### config.mk
export PLATFORM = sky130hd
export DESIGN_NAME = satd_stream
export DESIGN_NICKNAME = d
export VERILOG_FILES = /design/src/rtl/satd_stream.sv
export SDC_FILE = /design/constraint.sdc
export NUM_CORES = 1
export LEC_CHECK = 0
export CORE_MARGIN = 2
export CORE_UTILIZATION = 40
export CTS_CLUSTER_DIAMETER = 120
export DETAILED_ROUTE_END_ITERATION = 7
export GPL_ROUTABILITY_DRIVEN = 1
export PLACE_DENSITY_LB_ADDON = 0.2
export SYNTH_ARGS = -nofsm -noshare
export SYNTH_HDL_FRONTEND = slang
export SYNTH_SLANG_ARGS = --single-unit
### constraint.sdc
create_clock -name clk -period 10.4 [get_ports clk]
set_clock_uncertainty 0.1 [all_clocks]
set_input_delay 2.08 -clock clk [delete_from_list [all_inputs] [get_ports clk]]
set_output_delay 2.08 -clock clk [all_outputs]
set_load 0.02 [all_outputs]
### src/rtl/satd_stream.sv
// Streaming SAD / Hadamard SATD over an N x N block, one row per accepted beat.
// SATD uses a horizontal row transform plus in-place vertical accumulation, then N drain cycles.
module satd_lane #(
  parameter int WIDTH = 8
) (
  input  logic [WIDTH-1:0] org,
  input  logic [WIDTH-1:0] cur,
  output logic [WIDTH:0]   d,
  output logic [WIDTH-1:0] ad
);
  assign d  = {1'b0, org} - {1'b0, cur};
  assign ad = (org >= cur) ? org - cur : cur - org;
endmodule

module satd_stream #(
  parameter  int WIDTH = 8,
  parameter  int N     = 4,
  localparam int LOG2N = $clog2(N),
  localparam int RES_W = WIDTH + 4*LOG2N
) (
  input  logic               clk,
  input  logic               rst,
  input  logic               mode,
  input  logic               in_valid,
  output logic               in_ready,
  input  logic [WIDTH*N-1:0] ORG,
  input  logic [WIDTH*N-1:0] CUR,
  output logic               out_valid,
  input  logic               out_ready,
  output logic [RES_W-1:0]   result,
  output logic               busy
);
  localparam int DW = WIDTH + 1;
  localparam int HW = WIDTH + 1 + LOG2N;
  localparam int CW = WIDTH + 1 + 2*LOG2N;

  typedef enum logic [1:0] {ACCUM, DRAIN, DONE} state_t;

  state_t state, state_d;
  logic [LOG2N-1:0] row_cnt, drn_cnt;
  logic             mode_q, cur_mode, accept, last_row;
  logic [RES_W-1:0] acc, row_sad, col_sum;

  logic [N-1:0][DW-1:0]         d;
  logic [N-1:0][WIDTH-1:0]      ad;
  logic [N-1:0][HW-1:0]         h;
  logic [N-1:0][N-1:0][CW-1:0]  c, vt;
  logic [CW-1:0]                hx, cv, mag;

  for (genvar gi = 0; gi < N; gi++) begin : g_lane
    satd_lane #(.WIDTH(WIDTH)) u_lane (
      .org (ORG[gi*WIDTH +: WIDTH]),
      .cur (CUR[gi*WIDTH +: WIDTH]),
      .d   (d[gi]),
      .ad  (ad[gi])
    );
  end

  assign in_ready  = (state == ACCUM) && !rst;
  assign out_valid = (state == DONE);
  assign busy      = !rst && ((state != ACCUM) || (row_cnt != '0));
  assign result    = acc;
  assign accept    = in_valid && in_ready;
  assign last_row  = (row_cnt == LOG2N'(N-1));
  // Mode is taken live on row 0 and from the latch for the rest of the block.
  assign cur_mode  = (row_cnt == '0) ? mode : mode_q;

  always_comb begin
    row_sad = '0;
    h       = '0;
    for (int i = 0; i < N; i++) row_sad = row_sad + RES_W'(ad[i]);
    for (int k = 0; k < N; k++)
      for (int i = 0; i < N; i++)
        if (^(LOG2N'(k) & LOG2N'(i))) h[k] = h[k] - HW'($signed(d[i]));
        else                          h[k] = h[k] + HW'($signed(d[i]));
  end

  // Vertical butterfly folded into accumulation: row r contributes H[j][r]*h[k] to c[k][j].
  always_comb begin
    vt = '0;
    hx = '0;
    for (int k = 0; k < N; k++) begin
      hx = CW'($signed(h[k]));
      for (int j = 0; j < N; j++)
        vt[k][j] = (^(LOG2N'(j) & row_cnt)) ? -hx : hx;
    end
  end

  always_comb begin
    col_sum = '0;
    cv      = '0;
    mag     = '0;
    for (int j = 0; j < N; j++) begin
      cv      = c[drn_cnt][j];
      mag     = cv[CW-1] ? -cv : cv;
      col_sum = col_sum + RES_W'(mag);
    end
  end

  always_comb begin
    state_d = state;
    case (state)
      ACCUM:   if (accept && last_row) state_d = cur_mode ? DRAIN : DONE;
      DRAIN:   if (drn_cnt == LOG2N'(N-1)) state_d = DONE;
      DONE:    if (out_ready) state_d = ACCUM;
      default: state_d = ACCUM;
    endcase
  end

  always_ff @(posedge clk) begin
    if (rst) state <= ACCUM;
    else     state <= state_d;
  end

  always_ff @(posedge clk) begin
    if (rst) begin
      row_cnt <= '0;
      drn_cnt <= '0;
      mode_q  <= 1'b0;
      acc     <= '0;
      c       <= '0;
    end else begin
      if (accept) begin
        row_cnt <= row_cnt + 1'b1;
        if (row_cnt == '0) mode_q <= mode;
        if (!cur_mode) acc <= acc + row_sad;
        else
          for (int k = 0; k < N; k++)
            for (int j = 0; j < N; j++)
              c[k][j] <= c[k][j] + vt[k][j];
      end
      if (state == DRAIN) begin
        acc     <= acc + col_sum;
        drn_cnt <= drn_cnt + 1'b1;
      end
      if (state == DONE && out_ready) begin
        acc     <= '0;
        c       <= '0;
        row_cnt <= '0;
        drn_cnt <= '0;
      end
    end
  end
endmodule

After elaboration in Yosys (flattened, before gate mapping)
Index checks and enable logic that the tools add are counted.
- add/subtract/negate cells: 56
- $lt $le $gt $ge: 5
- eq/ne operators: 8
- muxes and demuxes: 31
- reduce and logical (&&, ||, !) cells: 19
- operators with widths (kind ; number):
    adder 13 bit ; 16
    2-to-1 mux 13 bit ; 16
    binary-select mux 52 bit (select 2 bit) ; 1
    negation 13 bit ; 8
    subtractor 8 bit ; 8
    2-to-1 mux 52 bit ; 1
    2-to-1 mux 16 bit ; 3
    subtractor 8 x 8 -> 9 bit ; 4
    >= comparator 8 bit ; 4
    2-to-1 mux 8 bit ; 4
    adder 10 x 9 -> 11 bit ; 2
    adder 11 bit ; 2
    subtractor 10 x 9 -> 11 bit ; 2
    subtractor 11 bit ; 2
    adder 15 x 13 -> 16 bit ; 1
    adder 16 x 11 -> 16 bit ; 1
    adder 16 bit ; 1
    adder 14 x 13 -> 15 bit ; 1
    adder 13 x 13 -> 14 bit ; 1
    adder 10 x 8 -> 11 bit ; 1
    adder 9 x 8 -> 10 bit ; 1
    adder 9 x 9 -> 10 bit ; 1
    subtractor 9 x 9 -> 10 bit ; 1
    adder 8 x 8 -> 9 bit ; 1
    18 further kinds ; 36
- register bits: 231

Depth between registers and ports, before layout
Gate-level depths: netlist (run 1).
- depth after elaboration: 9
- gate-level depth with buffers: 35
- gate-level depth less buffers: 35

Hierarchy
From an unflattened synthesis (run 1), not the netlist that was laid out.
- cell total of the unflattened synthesis: 3731
- area, all modules: 29584.6 um^2
- modules (own cells, without submodules) (module ; instances ; cells an instance ; area each (um^2) ; sequential area each (um^2)):
    satd_stream ; 1 ; 3215 ; 26076.3 ; 4624.4
    satd_lane ; 4 ; 129 ; 877.1 ; 0.0

Worst setup path before layout (run 1)
OpenSTA, ideal clock, no wires.
- path kind: input port to flip-flop
- start point: input ORG[8]
- end point: register c[181] (netlist bit)
- arrival: 8.320 ns
- data required time: 10.230 ns
- slack: 1.910 ns
- stages on the path: 34
- buffers on the path: 1
- cells stage by stage: inv_1 -> ha_1 -> inv_1 -> fa_1 -> a21o_1 -> a21oi_1 -> o21bai_1 -> a21oi_1 -> xnor2_1 -> ha_1 -> clkbuf_1 -> nor2_1 -> nor2_1 -> xnor2_1 -> inv_1 -> fa_1 -> inv_1 -> ha_1 -> or3_1 -> a221oi_1 -> or2_1 -> xor2_1 -> inv_2 -> or3_1 -> nand2_1 -> xnor2_1 -> ha_1 -> nand3_1 -> nand2_1 -> a41o_1 -> o41ai_1 -> xnor2_1 -> or3_1 -> a21oi_1
- cells in the longest elaborated chain, start to end: 7
- RTL lines (what ; RTL line ; source):
    start: declaration ; 26 ; input logic [WIDTH*N-1:0] ORG,
    subtractor 8 x 8 -> 9 bit (*) ; 11 ; assign d = {1'b0, org} - {1'b0, cur};
    subtractor 9 x 9 -> 10 bit (*) ; 74 ; if (^(LOG2N'(k) & LOG2N'(i))) h[k] = h[k] - HW'($signed(d[i]));
    subtractor 10 x 9 -> 11 bit (*) ; 74 ;
    adder 11 bit (*) ; 75 ; else h[k] = h[k] + HW'($signed(d[i]));
    negation 13 bit ; 85 ; vt[k][j] = (^(LOG2N'(j) & row_cnt)) ? -hx : hx;
    2-to-1 mux 13 bit (*) ; 85 ;
    adder 13 bit (*) ; 130 ; c[k][j] <= c[k][j] + vt[k][j];
    end signal: indexed assignment ; 130 ;
    end: declaration ; 47 ; logic [N-1:0][N-1:0][CW-1:0] c, vt;
Mark *: on every way between the ends. The rest lies on a longest branch, timed or not.
A chain may end at the register's enable or synchronous reset.

Worst setup path after layout (run 1)
- start point: input ORG[9]
- end point: register c[181] (netlist bit)
Same word-level chain as after synthesis.

==> results.md, run 1 <==
* Cts bufs inserted at 30
* Worst-path clk slew at 60 ps
* Full die area at ~74000 um^2
* Final worst-path cycle share at about nine tenths
* PortBufs at between 80 and 90
* Post_cts resized at 0
* Commonest cells post-synth: nand2_1, ha_1, xnor2_1
* Async set-reset flop share out of synthesis at 0%
* CP Data Arrival Time at a little under 10000 ps
* Core Rows at 98
* Fin Setup TNS at 0 ps
* Initial Util at between 40% and 50%
* Chip Width at between 200 and 300 um
* Yosys cell types at just under 80
* Worst path max stage delay at roughly 550 ps
* F_max at around 0.11 GHz
* Vias at roughly 26000
* Ys flop type: dfxtp_1
* Rel. slew slack at between 30% and 40%
* Hold_ws at 372 ps
* Critical Path Source Type: primary input
* CP Class: primary input to flip-flop
* Max-cap viol count at 0
* Largest net degree at the start of global routing at between 150 and 200
* Fin worst setup slack at about 1100 ps
* H-tree levels at 1
* DR iter-0 viols at ~2100
* TritonRoute pass-1 iters at 6
* Synth Warn # at 0
* Placed cell area at around 31000 um^2
* Pin slew with the least headroom to its limit at ~1000 ps
* Required @ worst endpoint at 10810 ps
* Area leader, netlist: dfxtp_1
* Hold Buf Count CTS at 0
* Hold Crit Class: flip-flop to flip-flop
* Top-count cell post-synth: nand2_1
* Post-placement setup slack at 634 ps
* Mapped Cells at about 3600
* Final net count at about 4200
* WL final at about 98000 um
* Share of layout cells above drive strength 1 at 5.14%
* Placeable Area at approximately 70000 um^2
* Gr ovfl total at 0
* Hold Violations, Final at 0
* CTS sink cnt at 231
* Post-synthesis register bit count at about 230
* Net Count, Synth at roughly 4200
* Seq/Total Area, Yosys at about 16%
* Synth area leaders: dfxtp_1, ha_1, xnor2_1
* Final Slew Violations at 0
* Netlist Area Pre-Place at 28900 um^2
* GRT Total Usage at roughly a quarter
* Syn_area_per_cell at ~8.0 um^2
* Detailed-route DRC error count at 0
* Post-synth EDFFs at 0
* Skew-Pair Late Insertion Delay at approximately 600 ps
* Die height at approximately 270 um
* TritonCTS clock tree: done
* Final non-filler cell area at 31900 um^2
* Critical-path top delay cell: fa_1
* Vias in the first global route at roughly 24000
* Syn-to-layout area delta at 10.4%
* Finish-stage setup viols at 0
* Top cell type's share of synthesized area at 16.0%
* Root Driver: clkbuf_16
* Via density at 5.62
* CTS max path bufs at 3
* Wire per inst at 21.1 um
* Antenna violations before repair at 0
* Worst setup EP type: flip-flop
* DP Wirelength at ~77000 um
* RePlAce Congestion at 0.962
* I/O pin count at 88
* Outcome: finished clean
* Fin crit period at 9300 ps
* RSZ-0062 raised after global routing: false
* Crit-path max FO at 9
* ANT nets after route at 0
* Ant diodes at 0
* First-pass GRT wire length at approximately 150000 um
* # Post-CTS Setup Buffers at 0
worst paths after layout:
path	startpoint	slack (ps)	cells after the start	to
max reg2reg	drn_cnt[1]	3450	20	result[15]
max	ORG[9]	1100	33	c[181]
min	c[12]	370	1	c[12]
min reg2reg	c[12]	370	1	c[12]
flip-flops by register name (all words and copies together), names as in the netlist:
| name | count |
|---|---|
| row_cnt | 2 |
| state | 2 |
| drn_cnt | 2 |
| result | 16 |
| c | 208 |
| mode_q | 1 |
worst max-delay path: cells and delay by family:
family                     cells  cell delay (ps)
adders and majority gates      5             1730
AOI/OAI and AO/OA             10             1940
buffers and inverters          6             1080
and+or+nand+nor                7             1630
xor gates and xnor gates       5             1230
routing by layer:
layer	global-route usage [%]	up-vias	routed length, um
met5	0	-	0
met3	3.58	134	6770
met1	36.9	12459	45000
met2	40.0	773	42600
met4	7.74	0	3290
li1	-	12673	-
cell usage in the layout (no fill, tap or decap), drive strengths merged, types with 74 or more instances in the layout:
cell,n
nor2,208
xnor2,345
dfxtp,231
a21oi,333
clkdlybuf4s50,87
ha,356
o21ai,148
fa,129
nor3,93
nand3,91
nand2,505
inv,301
a21o,74
final cells by class:
type,instances,area [um^2]
flip-flops and latches,231,4630
repair buffers,136,1280
clock buffers,49,953
well taps,950,1190
clock inverters,3,40.0
inverters,302,1130
fillers,7197,39600
multi-input cells,2959,22700
metrics by stage:
stage / utilization, % / instances
CTS: 44.6 / 4630
global placement: 43.2 / 4578
finish: 44.6 / 4630
detailed placement: 43.2 / 4578
floorplan: - / 3629
global route: 44.6 / 4630
kinds of logic after synthesis:
logic type	count (synthesis)	share of synthesized area (%)
AND/OR/NAND/NOR	1124	17.6
XOR/XNOR	418	12.7
flip-flops	231	16.0
buffers and inverters	439	5.77
multiplexers	86	5.24
AO/OA/AOI/OAI	846	18.4
adder cells (fa/ha/maj)	485	24.4
Power of run 1 is left out: the tool's default activity adds up to more than one toggle a clock period on the data nets, which glitch-free logic cannot reach.
==> inputs of run 2 (changes only) <==
- CTS_CLUSTER_DIAMETER: 120 -> 40
==> results.md, run 2 (synthesized netlist as in run 1, its figures left out) <==
* Ant diodes at 0 (unchanged)
* Via density at 5.60 (was 5.62)
* Final worst-path cycle share at 89.1% (was 89.4%)
* Wire per inst at 21.0 um (was 21.1 um)
* Gr ovfl total at 0 (unchanged)
* Hold Crit Class: flip-flop to flip-flop (unchanged)
* Fin crit period at 9270 ps (was 9300 ps)
* PortBufs at 87 (unchanged)
* F_max at 0.108 GHz (about the same)
* Root Driver: clkbuf_16 (unchanged)
* Die height at 273 um (unchanged)
* Pin slew with the least headroom to its limit at 1020 ps (was 1030 ps)
* WL final at 98000 um (was 97600 um)
* Cells on worst reg2reg path at 20 (unchanged)
* Largest net degree at the start of global routing at 183 (unchanged)
* Max-cap viol count at 0 (unchanged)
* Critical-path top delay cell: fa_1 (unchanged)
* RSZ-0062 raised after global routing: false (unchanged)
* Skew-Pair Late Insertion Delay at 600 ps (about the same)
* I/O pin count at 88 (unchanged)
* Hold Violations, Final at 0 (unchanged)
* TritonCTS clock tree: done (unchanged)
* Hold path cells at 1 (unchanged)
* Core Rows at 98 (unchanged)
* Hold Buf Count CTS at 0 (unchanged)
* Most common cell after layout, fill and taps aside: nand2_1 (unchanged)
* Post_cts resized at 0 (unchanged)
* Worst setup EP type: flip-flop (unchanged)
* CP Class: primary input to flip-flop (unchanged)
* Final Slew Violations at 0 (unchanged)
* Share of layout cells above drive strength 1 at 6.23% (was 5.14%)
* Placeable Area at 71500 um^2 (unchanged)
* Required @ worst endpoint at 10820 ps (was 10810 ps)
* Worst reg2reg path endpoint: result[15] (unchanged)
* Fillers at 7116 (was 7197)
* Antenna violations before repair at 0 (unchanged)
* Most frequent cells in the layout: nand2_1, ha_1, xnor2_1 (unchanged)
* DP Wirelength at 77000 um (unchanged)
* CTS max path bufs at 3 (unchanged)
* H-tree levels at 2 (was 1)
* Worst-path clk slew at 50 ps (was 60 ps)
* Reg-to-Reg Start: drn_cnt[1] (unchanged)
* Initial Util at 40.4% (unchanged)
* Chip Width at 273 um (unchanged)
* Fin Setup TNS at 0 ps (unchanged)
* Vias in the first global route at 24600 (was 24254)
* Critical Path Source Type: primary input (unchanged)
* RePlAce Congestion at 0.962 (unchanged)
* Syn-to-layout area delta at 13.4% (was 10.4%)
* Vias at 26188 (was 26039)
* GRT Total Usage at 26.0% (was 25.8%)
* Biggest register: c (unchanged)
* First-pass GRT wire length at 148000 um (was 147000 um)
* Max reg flops at 208 (unchanged)
* Full die area at 74400 um^2 (unchanged)
* Flop-to-flop setup slack at 3440 ps (was 3450 ps)
* Outcome: finished clean (unchanged)
* Worst path max stage delay at 550 ps (about the same)
* Detailed-route DRC error count at 0 (unchanged)
* CTS sink cnt at 231 (unchanged)
* DR iter-0 viols at 2109 (was 2111)
* Worst Hold End: c[12] (unchanged)
* CP Data Arrival Time at 9690 ps (was 9710 ps)
* Cts bufs inserted at 54 (was 30)
* Rel. slew slack at 31.8% (was 31.6%)
* # Post-CTS Setup Buffers at 0 (unchanged)
* TritonRoute pass-1 iters at 5 (was 6)
* ANT nets after route at 0 (unchanged)
* Final net count at 4238 (was 4214)
* Finish-stage setup viols at 0 (unchanged)
* Hold Startpoint: c[12] (unchanged)
* Crit-path max FO at 9 (unchanged)
[run 2: routing by layer]
metal	GRT usage [%]	share of wire, %
met1	37.0	46
met2	39.8	43
met3	3.69	7.3
met4	9.34	3.7
met5	0	0
[run 2: metrics by stage]
step                instance area [um^2]  worst slack [ps]  cells  util (%)  hold slack [ps]
CTS                                32800              1230   4674      45.8              373
detailed placement                 30900               634   4578      43.2              365
global route                       32800               541   4674      45.8              393
finish                             32800              1130   4674      45.8              370
floorplan                          28900              1910   3629         -              329
global placement                   30900               766   4578      43.2              357
[run 2: worst max-delay path: cells and delay by family]
family,cells,cell delay [ps]
AO/OA/AOI/OAI,10,1900
adder cells (fa/ha/maj),5,1720
AND/OR/NAND/NOR,7,1620
XOR/XNOR,5,1240
buffers and inverters,6,1090
[run 2: cell type report]
type,instances,area (um^2),area share [%]
multi-input cells,2959,22700,69.2
flip-flops and latches,231,4630,14.1
clock buffers,67,1450,4.43
repair buffers,136,1280,3.90
well taps,950,1190,3.63
inverters,302,1130,3.46
clock inverters,29,413,1.26
[run 2: worst max path at each step]
stage / startpoint / end / slack (ps) / cells past startpoint
after floorplan: ORG[8] / c[181] / 1910 / 34
after global placement: CUR[8] / c[181] / 770 / 34
after detailed placement: ORG[8] / c[181] / 630 / 34
after CTS: ORG[8] / c[181] / 1230 / 34
after global routing: ORG[8] / c[181] / 540 / 34
final: ORG[9] / c[181] / 1130 / 33
Power of run 2 is left out for the same reason.
